==> src/rtl/uart_rx_core.sv <==
// rtl/uart_rx_core.sv - 8N1 UART receiver with mid-bit sampling, FWFT FIFO and sticky error flags
// Optional parity stage enabled by defining UART_RX_PARITY_EN.
module uart_rx_core #(
`ifdef UART_RX_PARITY_EN
    parameter bit PARITY_ODD = 1'b0,
`endif
    parameter int CLK_HZ     = 12_000_000,
    parameter int BAUD       = 115200,
    parameter int FIFO_DEPTH = 4
) (
    input  logic       sys_clk,
    input  logic       rst,
    input  logic       uart_rx,
    input  logic       rd_en,
    output logic [7:0] rd_data,
    output logic       rd_valid,
    output logic       busy,
    output logic       frame_err,
    output logic       overrun,
`ifdef UART_RX_PARITY_EN
    output logic       parity_err,
`endif
    input  logic       clr_err
);

    localparam int CPB = CLK_HZ / BAUD;
    localparam int CW  = $clog2(CPB);
    localparam int PW  = $clog2(FIFO_DEPTH);
    localparam logic [CW-1:0] CNT_MID  = CW'(CPB / 2 - 1);
    localparam logic [CW-1:0] CNT_END  = CW'(CPB - 1);
    localparam logic [PW:0]   FULL_CNT = (PW + 1)'(FIFO_DEPTH);

    typedef enum logic [2:0] {
        S_IDLE,
        S_START,
        S_DATA,
`ifdef UART_RX_PARITY_EN
        S_PARITY,
`endif
        S_STOP,
        S_BREAK
    } state_t;

    state_t          state_q, state_d;
    logic [CW-1:0]   cnt_q, cnt_d;
    logic [2:0]      idx_q, idx_d;
    logic [7:0]      shreg_q, shreg_d;
    logic            rx_meta_q, rx_s_q;
    logic            push, ferr_set, perr_set;
    logic            frame_err_q, overrun_q, parity_err_q;

    logic [7:0]      mem [FIFO_DEPTH];
    logic [PW-1:0]   wr_ptr_q, rd_ptr_q;
    logic [PW:0]     count_q, count_d;
    logic            pop, full, wr_ok, ovr_set;

    always_comb begin
        state_d  = state_q;
        cnt_d    = cnt_q + 1'b1;
        idx_d    = idx_q;
        shreg_d  = shreg_q;
        push     = 1'b0;
        ferr_set = 1'b0;
        perr_set = 1'b0;
        case (state_q)
            S_IDLE: begin
                cnt_d = '0;
                if (!rx_s_q) state_d = S_START;
            end
            S_START: begin
                if (cnt_q == CNT_MID) begin
                    cnt_d   = '0;
                    idx_d   = 3'd0;
                    state_d = rx_s_q ? S_IDLE : S_DATA;
                end
            end
            S_DATA: begin
                if (cnt_q == CNT_END) begin
                    cnt_d   = '0;
                    shreg_d = {rx_s_q, shreg_q[7:1]};
                    if (idx_q == 3'd7) begin
`ifdef UART_RX_PARITY_EN
                        state_d = S_PARITY;
`else
                        state_d = S_STOP;
`endif
                    end else begin
                        idx_d = idx_q + 3'd1;
                    end
                end
            end
`ifdef UART_RX_PARITY_EN
            S_PARITY: begin
                if (cnt_q == CNT_END) begin
                    cnt_d    = '0;
                    perr_set = (^shreg_q) ^ rx_s_q ^ PARITY_ODD;
                    state_d  = S_STOP;
                end
            end
`endif
            S_STOP: begin
                if (cnt_q == CNT_END) begin
                    cnt_d = '0;
                    if (rx_s_q) begin
                        push    = 1'b1;
                        state_d = S_IDLE;
                    end else begin
                        ferr_set = 1'b1;
                        state_d  = S_BREAK;
                    end
                end
            end
            S_BREAK: begin
                cnt_d = '0;
                if (rx_s_q) state_d = S_IDLE;
            end
            default: begin
                cnt_d   = '0;
                state_d = S_IDLE;
            end
        endcase
    end

    // A push into a full FIFO is only accepted when a pop frees the head in the same cycle.
    always_comb begin
        pop     = rd_en && (count_q != '0);
        full    = (count_q == FULL_CNT);
        wr_ok   = push && (!full || pop);
        ovr_set = push && full && !pop;
        count_d = count_q;
        case ({wr_ok, pop})
            2'b10:   count_d = count_q + 1'b1;
            2'b01:   count_d = count_q - 1'b1;
            default: count_d = count_q;
        endcase
    end

    always_ff @(posedge sys_clk or negedge rst) begin
        if (!rst) begin
            rx_meta_q    <= 1'b1;
            rx_s_q       <= 1'b1;
            state_q      <= S_IDLE;
            cnt_q        <= '0;
            idx_q        <= 3'd0;
            shreg_q      <= 8'h00;
            wr_ptr_q     <= '0;
            rd_ptr_q     <= '0;
            count_q      <= '0;
            frame_err_q  <= 1'b0;
            overrun_q    <= 1'b0;
            parity_err_q <= 1'b0;
        end else begin
            rx_meta_q    <= uart_rx;
            rx_s_q       <= rx_meta_q;
            state_q      <= state_d;
            cnt_q        <= cnt_d;
            idx_q        <= idx_d;
            shreg_q      <= shreg_d;
            count_q      <= count_d;
            if (wr_ok) wr_ptr_q <= wr_ptr_q + 1'b1;
            if (pop)   rd_ptr_q <= rd_ptr_q + 1'b1;
            frame_err_q  <= ferr_set | (frame_err_q & ~clr_err);
            overrun_q    <= ovr_set  | (overrun_q & ~clr_err);
            parity_err_q <= perr_set | (parity_err_q & ~clr_err);
        end
    end

    always_ff @(posedge sys_clk) begin
        if (wr_ok) mem[wr_ptr_q] <= shreg_q;
    end

    assign rd_valid  = (count_q != '0);
    assign rd_data   = rd_valid ? mem[rd_ptr_q] : 8'h00;
    assign busy      = (state_q != S_IDLE);
    assign frame_err = frame_err_q;
    assign overrun   = overrun_q;
`ifdef UART_RX_PARITY_EN
    assign parity_err = parity_err_q;
`endif

endmodule

==> config.mk <==
export PLATFORM = sky130hd
export DESIGN_NAME = uart_rx_core
export DESIGN_NICKNAME = d
export VERILOG_FILES = /design/src/rtl/uart_rx_core.sv
export SDC_FILE = /design/constraint.sdc
export NUM_CORES = 1
export LEC_CHECK = 0
export CORE_MARGIN = 5
export CORE_UTILIZATION = 41
export DETAILED_ROUTE_END_ITERATION = 10
export GPL_TIMING_DRIVEN = 0
export PLACE_DENSITY = 0.55
export SLEW_MARGIN = 5
export SYNTH_ARGS = -nofsm -noshare
export SYNTH_HDL_FRONTEND = slang
export SYNTH_SLANG_ARGS = --single-unit
==> constraint.sdc <==
create_clock -name sys_clk -period 2.87 [get_ports sys_clk]
set_input_delay 0.287 -clock sys_clk [delete_from_list [all_inputs] [get_ports sys_clk]]
set_output_delay 0.287 -clock sys_clk [all_outputs]
set_load 0.03 [all_outputs]
==> qor.yml, run 1 <==
pwr:
  seqPwrFrac_pct: 46.8
  netSwitchingFraction_pct: 25.7
  total_power_mw: 2.16
  leakage_nw: 1.42
  ir_drop_mv: 0.280
  p_int_mw: 1.60
  clkPwrFrac_pct: 38.4
  power_density_nw_per_um2: 636
  switching_power_mw: 0.554
  combPwrFrac_pct: 14.8
grt:
  grt_first_pass_wirelength_um: 8660
  grt_pass1_vias: 1659
  grt_use_total_pct: 13.0
  grt_max_degree: 33
  antenna_found_initial: 0
  gr-total-overflow: 0
floorplanning:
  dieWidth_um: 94.3
  coreArea_um2: 6870
  dieHeight_um: 94.3
  boundaryPins: 17
  rows: 30
  die-area_um2: 8900
  start_util_pct: 42.4
yosys:
  yosysWarningCount: 0
  ys_types: 49
  synthesis.area_um2: 2920
  synth_edf_count: 32
  synthesis.nets: 220
  ys_seq_elements: 64
  syn_area_per_cell_um2: 14.1
  ys_seq_area_share_pct: 60.5
  synthCells: 207
  synth_flop_cell: "edfxtp_1"
  ys_async_sr_fraction_pct: 50.0
clocking:
  cts-resized-gates: 0
  cts_made_buffers: 9
  clock_path_buffers: 2
  cts.htree.levels: 3
  clockRootBuffer: "clkbuf_8"
  postCtsHoldBufs: 0
  cts_tree: "done"
  clock_sinks: 64
  postCtsSetupBuffers: 0
  clock_latency_ns: 0.33
  cts.clk_slew.worst_paths_ns: 0.07
timing:
  min_period_over_period_pct: 89.2
  period_minus_slack_ns: 2.56
  fmax_mhz: 391
  finalHoldViolCount: 0
  final.setup.tns_ns: 0
  slew_violations: 0
  skew_ns: 0.00656
  rsz0062_at_grt: "false"
  max-slew-margin-rel_pct: 47.6
  setup_viol: 0
  tightest_slew_ns: 0.786
finish:
  multi_input_area_um2: 1060
  ff_latch_area_um2: 1760
  nets: 246
  final_common_cell: "edfxtp_1"
  layout-drive-gt1-share_pct: 16.4
  final_cell_mix: "edfxtp_1, dfrtp_1, nor2_1, clkdlybuf4s50_1, and2_1"
  antenna_cells: 0
  fin_util_pct: 49.4
  area_growth_pct: 16.4
  nFillCells: 605
worst_setup_path:
  reg2reg_to: "count_q[1]"
  worstSetupEndpointType: "output pin"
  rr_worst_depth: 8
  cp_data_arrival_time_ns: 2.27
  required_ns: 2.58
  crit_type: "register to output pin"
  reg2reg_from: "count_q[2]"
  cp_max_fo: 10
  reg2reg_slack_ns: 0.40
  startpoint_type: "register"
flow_run:
  timing.max_cap.violations: 0
drt:
  drc: 0
  post_drt_wl_per_cell_um: 14.9
  drt-pass1-iter-count: 5
  routed_via_density: 4.89
  routed_wl_um: 4970
  drt_iter0_markers: 93
  vias: 1632
  drtAntennaViolNets: 0
placed_design:
  io_buffers: 15
  place_congestion: 0.744
  dp_hpwl_um: 3260
hold_path:
  min_path_type: "input port to asynchronous set/reset pin"
run_status:
  status: "finished, final reports clean"
[worst max-delay path by stage]
stage                 from         end  slack [ns]  depth (start not counted)
2_1_floorplan   count_q[2]  count_q[2]        0.51                          7
3_3_place_gp    count_q[2]  count_q[2]        0.40                          7
3_5_place_dp    count_q[2]  count_q[1]        0.41                          8
4_1_cts         count_q[2]  rd_data[6]        0.25                          4
5_1_grt        rd_ptr_q[0]  rd_data[7]        0.16                          4
6_report        count_q[2]  rd_data[6]        0.31                          4
[critical path, stage by stage, from the launching register on]
cell             delay [ns]
dfrtp_1                0.46
or3_1                  0.43
clkbuf_1               0.24
and2_1                 0.21
clkdlybuf4s50_1        0.59
[per-stage QoR]
step	std cells	hold WS (ns)	area, um^2	setup WS (ns)
finish	334	0.0327	3390	0.311
global route	334	0.0856	3390	0.165
CTS	334	0.0486	3390	0.253
detailed placement	318	0.349	3180	0.408
global placement	318	0.346	3190	0.404
floorplan	207	-0.00859	2920	0.509
[synthesized netlist by cell type, types with 2 or more instances]
master,instances,area (um^2)
xnor2_1,7,61.3
a211oi_1,2,15.0
nand4_1,4,25.0
nor3_1,2,10.0
dfstp_2,2,52.6
mux2i_1,3,30.0
buf_2,3,15.0
xor2_1,3,26.3
inv_1,10,37.5
or3_1,2,12.5
mux4_2,8,180
a21oi_1,2,10.0
and2_1,13,81.3
ha_1,7,87.6
nor2b_1,4,25.0
dfrtp_1,30,751
nor2_1,17,63.8
nand2b_1,3,18.8
edfxtp_1,32,961
nand3_1,5,25.0
mux2_1,11,124
clkbuf_1,4,15.0
nand2_1,7,26.3
[final cells by class]
class | instances | share of cell area, %
clock buffers | 10 | 3.76
well taps | 96 | 3.54
repair buffers | 15 | 4.28
plain buffers | 9 | 1.44
flip-flops and latches | 64 | 52.0
clock inverters | 6 | 2.47
inverters | 10 | 1.11
multi-input cells | 124 | 31.4
[state kept, by name (all words and copies together), names as in the netlist]
| signal | flops |
|---|---|
| wr_ptr_q | 2 |
| idx_q | 3 |
| cnt_q | 7 |
| rd_ptr_q | 2 |
| rx_meta_q | 1 |
| mem | 32 |
| shreg_q | 8 |
| frame_err | 1 |
| rx_s_q | 1 |
| overrun | 1 |
| state_q | 3 |
| count_q | 3 |
[logic make-up after synthesis]
logic type	after synthesis	synth area share, %
simple gates	65	12.6
flops	64	60.5
mux	22	11.5
compound gates	19	5.79
buf+inv	19	2.96
xor+xnor	10	3.00
fa+ha+maj	8	3.69
[power groups by stage]
stage | combinational (mW) | clock (mW) | sequential (mW)
2_1_floorplan | 0.236 | 0 | 1.02
3_3_place_gp | 0.330 | 0 | 1.03
3_5_place_dp | 0.328 | 0 | 1.03
4_1_cts | 0.329 | 0.845 | 1.01
5_1_grt | 0.359 | 0.898 | 1.01
6_report | 0.319 | 0.828 | 1.01
[metal layers]
layer	routed length [um]	up-vias	GRT usage, %
li1	-	805	-
met1	2550	797	19.3
met2	2150	23	17.5
met3	183	7	3.85
met4	92	0	5.78
met5	0	-	0
Note: power is estimated with default switching activity, not from simulation.
==> run 2, diff against run 1 <==
--- a/config.mk
+++ b/config.mk
@@ -9,7 +9,7 @@
 export CORE_UTILIZATION = 41
 export DETAILED_ROUTE_END_ITERATION = 10
 export GPL_TIMING_DRIVEN = 0
-export PLACE_DENSITY = 0.55
+export PLACE_DENSITY = 0.58
 export SLEW_MARGIN = 5
 export SYNTH_ARGS = -nofsm -noshare
 export SYNTH_HDL_FRONTEND = slang
==> constraint.sdc (replaced) <==
create_clock -name sys_clk -period 2.2 [get_ports sys_clk]
set_input_delay 0.22 -clock sys_clk [delete_from_list [all_inputs] [get_ports sys_clk]]
set_output_delay 0.22 -clock sys_clk [all_outputs]
set_load 0.03 [all_outputs]
==> qor.yml, run 2 (synthesized netlist as in run 1, its figures left out) <==
run_status:
  status: "finished, final reports clean"  # unchanged
clocking:
  clockRootBuffer: "clkbuf_8"  # unchanged
  cts.htree.levels: 3  # unchanged
  cts_made_buffers: 9  # unchanged
  clock_latency_ns: 0.34  # was 0.33 ns
  cts_tree: "done"  # unchanged
  clock_sinks: 64  # unchanged
  cts.clk_slew.worst_paths_ns: 0.08  # was 0.07 ns
  clock_path_buffers: 2  # unchanged
pwr:
  leakage_nw: 1.56  # was 1.42 nW
  power_density_nw_per_um2: 823  # was 636 nW/um^2
  ir_drop_mv: 0.283  # was 0.280 mV
worst_setup_path:
  required_ns: 2.48  # was 2.58 ns
  rr_worst_depth: 7  # was 8
  cp_data_arrival_time_ns: 2.45  # was 2.27 ns
  endpoint: "count_q[1]"  # was rd_data[6]
  cp_max_fo: 5  # was 10
  startpoint_type: "register"  # unchanged
  worstPathCellList: "and4b_1 -> and3_4 -> nor2_4 -> fa_2 -> inv_2 -> a221oi_2 -> o221a_1"  # was or3_1 -> clkbuf_1 -> and2_1 -> clkdlybuf4s50_1
  crit_slowest_cell: "fa_2"  # was clkdlybuf4s50_1
  max_stage_delay_ns: 0.56  # was 0.59 ns
  worstSetupEndpointType: "register"  # was output pin
  reg2reg_from: "rx_s_q"  # was count_q[2]
  crit_start: "rx_s_q"  # was count_q[2]
  crit_type: "register to register"  # was register to output pin
  reg2reg_to: "count_q[1]"  # unchanged
  reg2reg_slack_ns: 0.03  # was 0.40 ns
timing:
  max-slew-margin-rel_pct: 49.3  # was 47.6%
  rsz0062_at_grt: "true"  # was false
  period_minus_slack_ns: 2.17
  final.setup.tns_ns: 0  # unchanged
  finalHoldViolCount: 0  # unchanged
  skew_ns: 0.0126  # was 0.00656 ns
  min_period_over_period_pct: 98.6
  slew_violations: 0  # unchanged
  fmax_mhz: 461
  setup_viol: 0  # unchanged
  tightest_slew_ns: 0.761  # was 0.786 ns
placed_design:
  io_buffers: 15  # unchanged
  dp_hpwl_um: 3240  # was 3260 um
  place_congestion: 0.727  # was 0.744
  dp_cells: 318  # unchanged
finish:
  final_common_cell: "edfxtp_1"  # unchanged
  final_cell_mix: "edfxtp_1, dfrtp_1, buf_4, nor2_1, mux2_1"  # was edfxtp_1, dfrtp_1, nor2_1, clkdlybuf4s50_1, and2_1
  antenna_cells: 0  # unchanged
  largest_register: "mem"  # unchanged
  nets: 261  # was 246
  reg_top3: "mem x32, shreg_q x8, cnt_q x7"  # unchanged
  area_growth_pct: 22.9  # was 16.4%
  largest_reg_flops: 32  # unchanged
  instances_no_fill: 349  # was 334
  layout-drive-gt1-share_pct: 28.5  # was 16.4%
floorplanning:
  dieWidth_um: 94.3  # unchanged
  dieHeight_um: 94.3  # unchanged
  die-area_um2: 8900  # unchanged
  coreArea_um2: 6870  # unchanged
  start_util_pct: 42.4  # unchanged
  rows: 30  # unchanged
  boundaryPins: 17  # unchanged
grt:
  grt_first_pass_wirelength_um: 8560  # was 8660 um
  grt_max_degree: 33  # unchanged
  antenna_found_initial: 0  # unchanged
  gr-total-overflow: 0  # unchanged
  grt_use_total_pct: 13.0  # about the same
  grt_pass1_vias: 1667  # was 1,659
flow_run:
  timing.max_cap.violations: 0  # unchanged
drt:
  drt-pass1-iter-count: 4  # was 5
  post_drt_wl_per_cell_um: 14.8  # was 14.9 um
  drc: 0  # unchanged
  routed_wl_um: 5170  # was 4970 um
  vias: 1726  # was 1,632
  drt_iter0_markers: 64  # was 93
  routed_via_density: 4.95  # was 4.89
  drtAntennaViolNets: 0  # unchanged
hold_path:
  min_path_type: "input port to register"  # was input port to asynchronous set/reset pin
-- run 2: layout make-up --
cell class / instances / area (um^2)
inverters: 10 / 37.5
well taps: 96 / 120
fillers: 587 / 3290
repair buffers: 33 / 272
plain buffers: 6 / 50.0
clock inverters: 7 / 103
multi-input cells: 124 / 1110
clock buffers: 9 / 124
flip-flops and latches: 64 / 1770
-- run 2: per-stage QoR --
step	total power, mW	hold slack [ns]	setup WS (ns)	util [%]	instance area, um^2
2_1_floorplan	1.67	-0.0756	0.00424	-	2930
3_3_place_gp	1.79	0.346	-0.166	46.5	3200
3_5_place_dp	1.79	0.335	-0.143	46.4	3190
4_1_cts	2.99	0.199	0.00142	50.8	3490
5_1_grt	3.09	0.230	-0.0109	52.1	3580
6_report	2.95	0.224	0.0301	52.1	3580
-- run 2: timing repair --
item                                    CTS  global route
hold endpoints to repair                 30             0
hold buffers                              1             0
endpoints found under the setup margin   44            28
buffers inserted                          7            10
pin swaps                                 3             7
resized for setup                        21            11
-- run 2: how the worst min path moves through the flow --
| stage | to | startpoint | cells past startpoint |
|---|---|---|---|
| finish | rd_ptr_q[1] | rd_en | 3 |
| global placement | rx_s_q | rx_meta_q | 0 |
| CTS | rd_ptr_q[1] | rd_en | 3 |
| floorplan | cnt_q[0] | rst | 0 |
| global route | rd_ptr_q[1] | rd_en | 3 |
| detailed placement | count_q[1] | rst | 1 |
-- run 2: worst max-delay path, delay by kind of cell, from the launching register on --
kind	cells	cell delay, ns
buffers and inverters	1	0.04
and+or+nand+nor	3	0.54
adders and majority gates	1	0.56
AOI/OAI and AO/OA	2	0.41
DFF	1	0.55
-- run 2: routing by layer --
metal | up-vias | GRT usage [%] | wire length, um | share of wire, %
met5 | - | 0 | 0 | 0
met4 | 0 | 7.58 | 95 | 1.8
met3 | 8 | 2.56 | 172 | 3.3
met2 | 31 | 19.4 | 2420 | 47
met1 | 850 | 17.5 | 2490 | 48
li1 | 837 | - | - | -
-- run 2: power by group --
part           internal (mW)  leakage (nW)  total (mW)  switching, mW
clock network          0.649         0.110        1.13          0.481
registers               1.29         0.788        1.34         0.0523
logic                  0.230         0.660       0.479          0.249
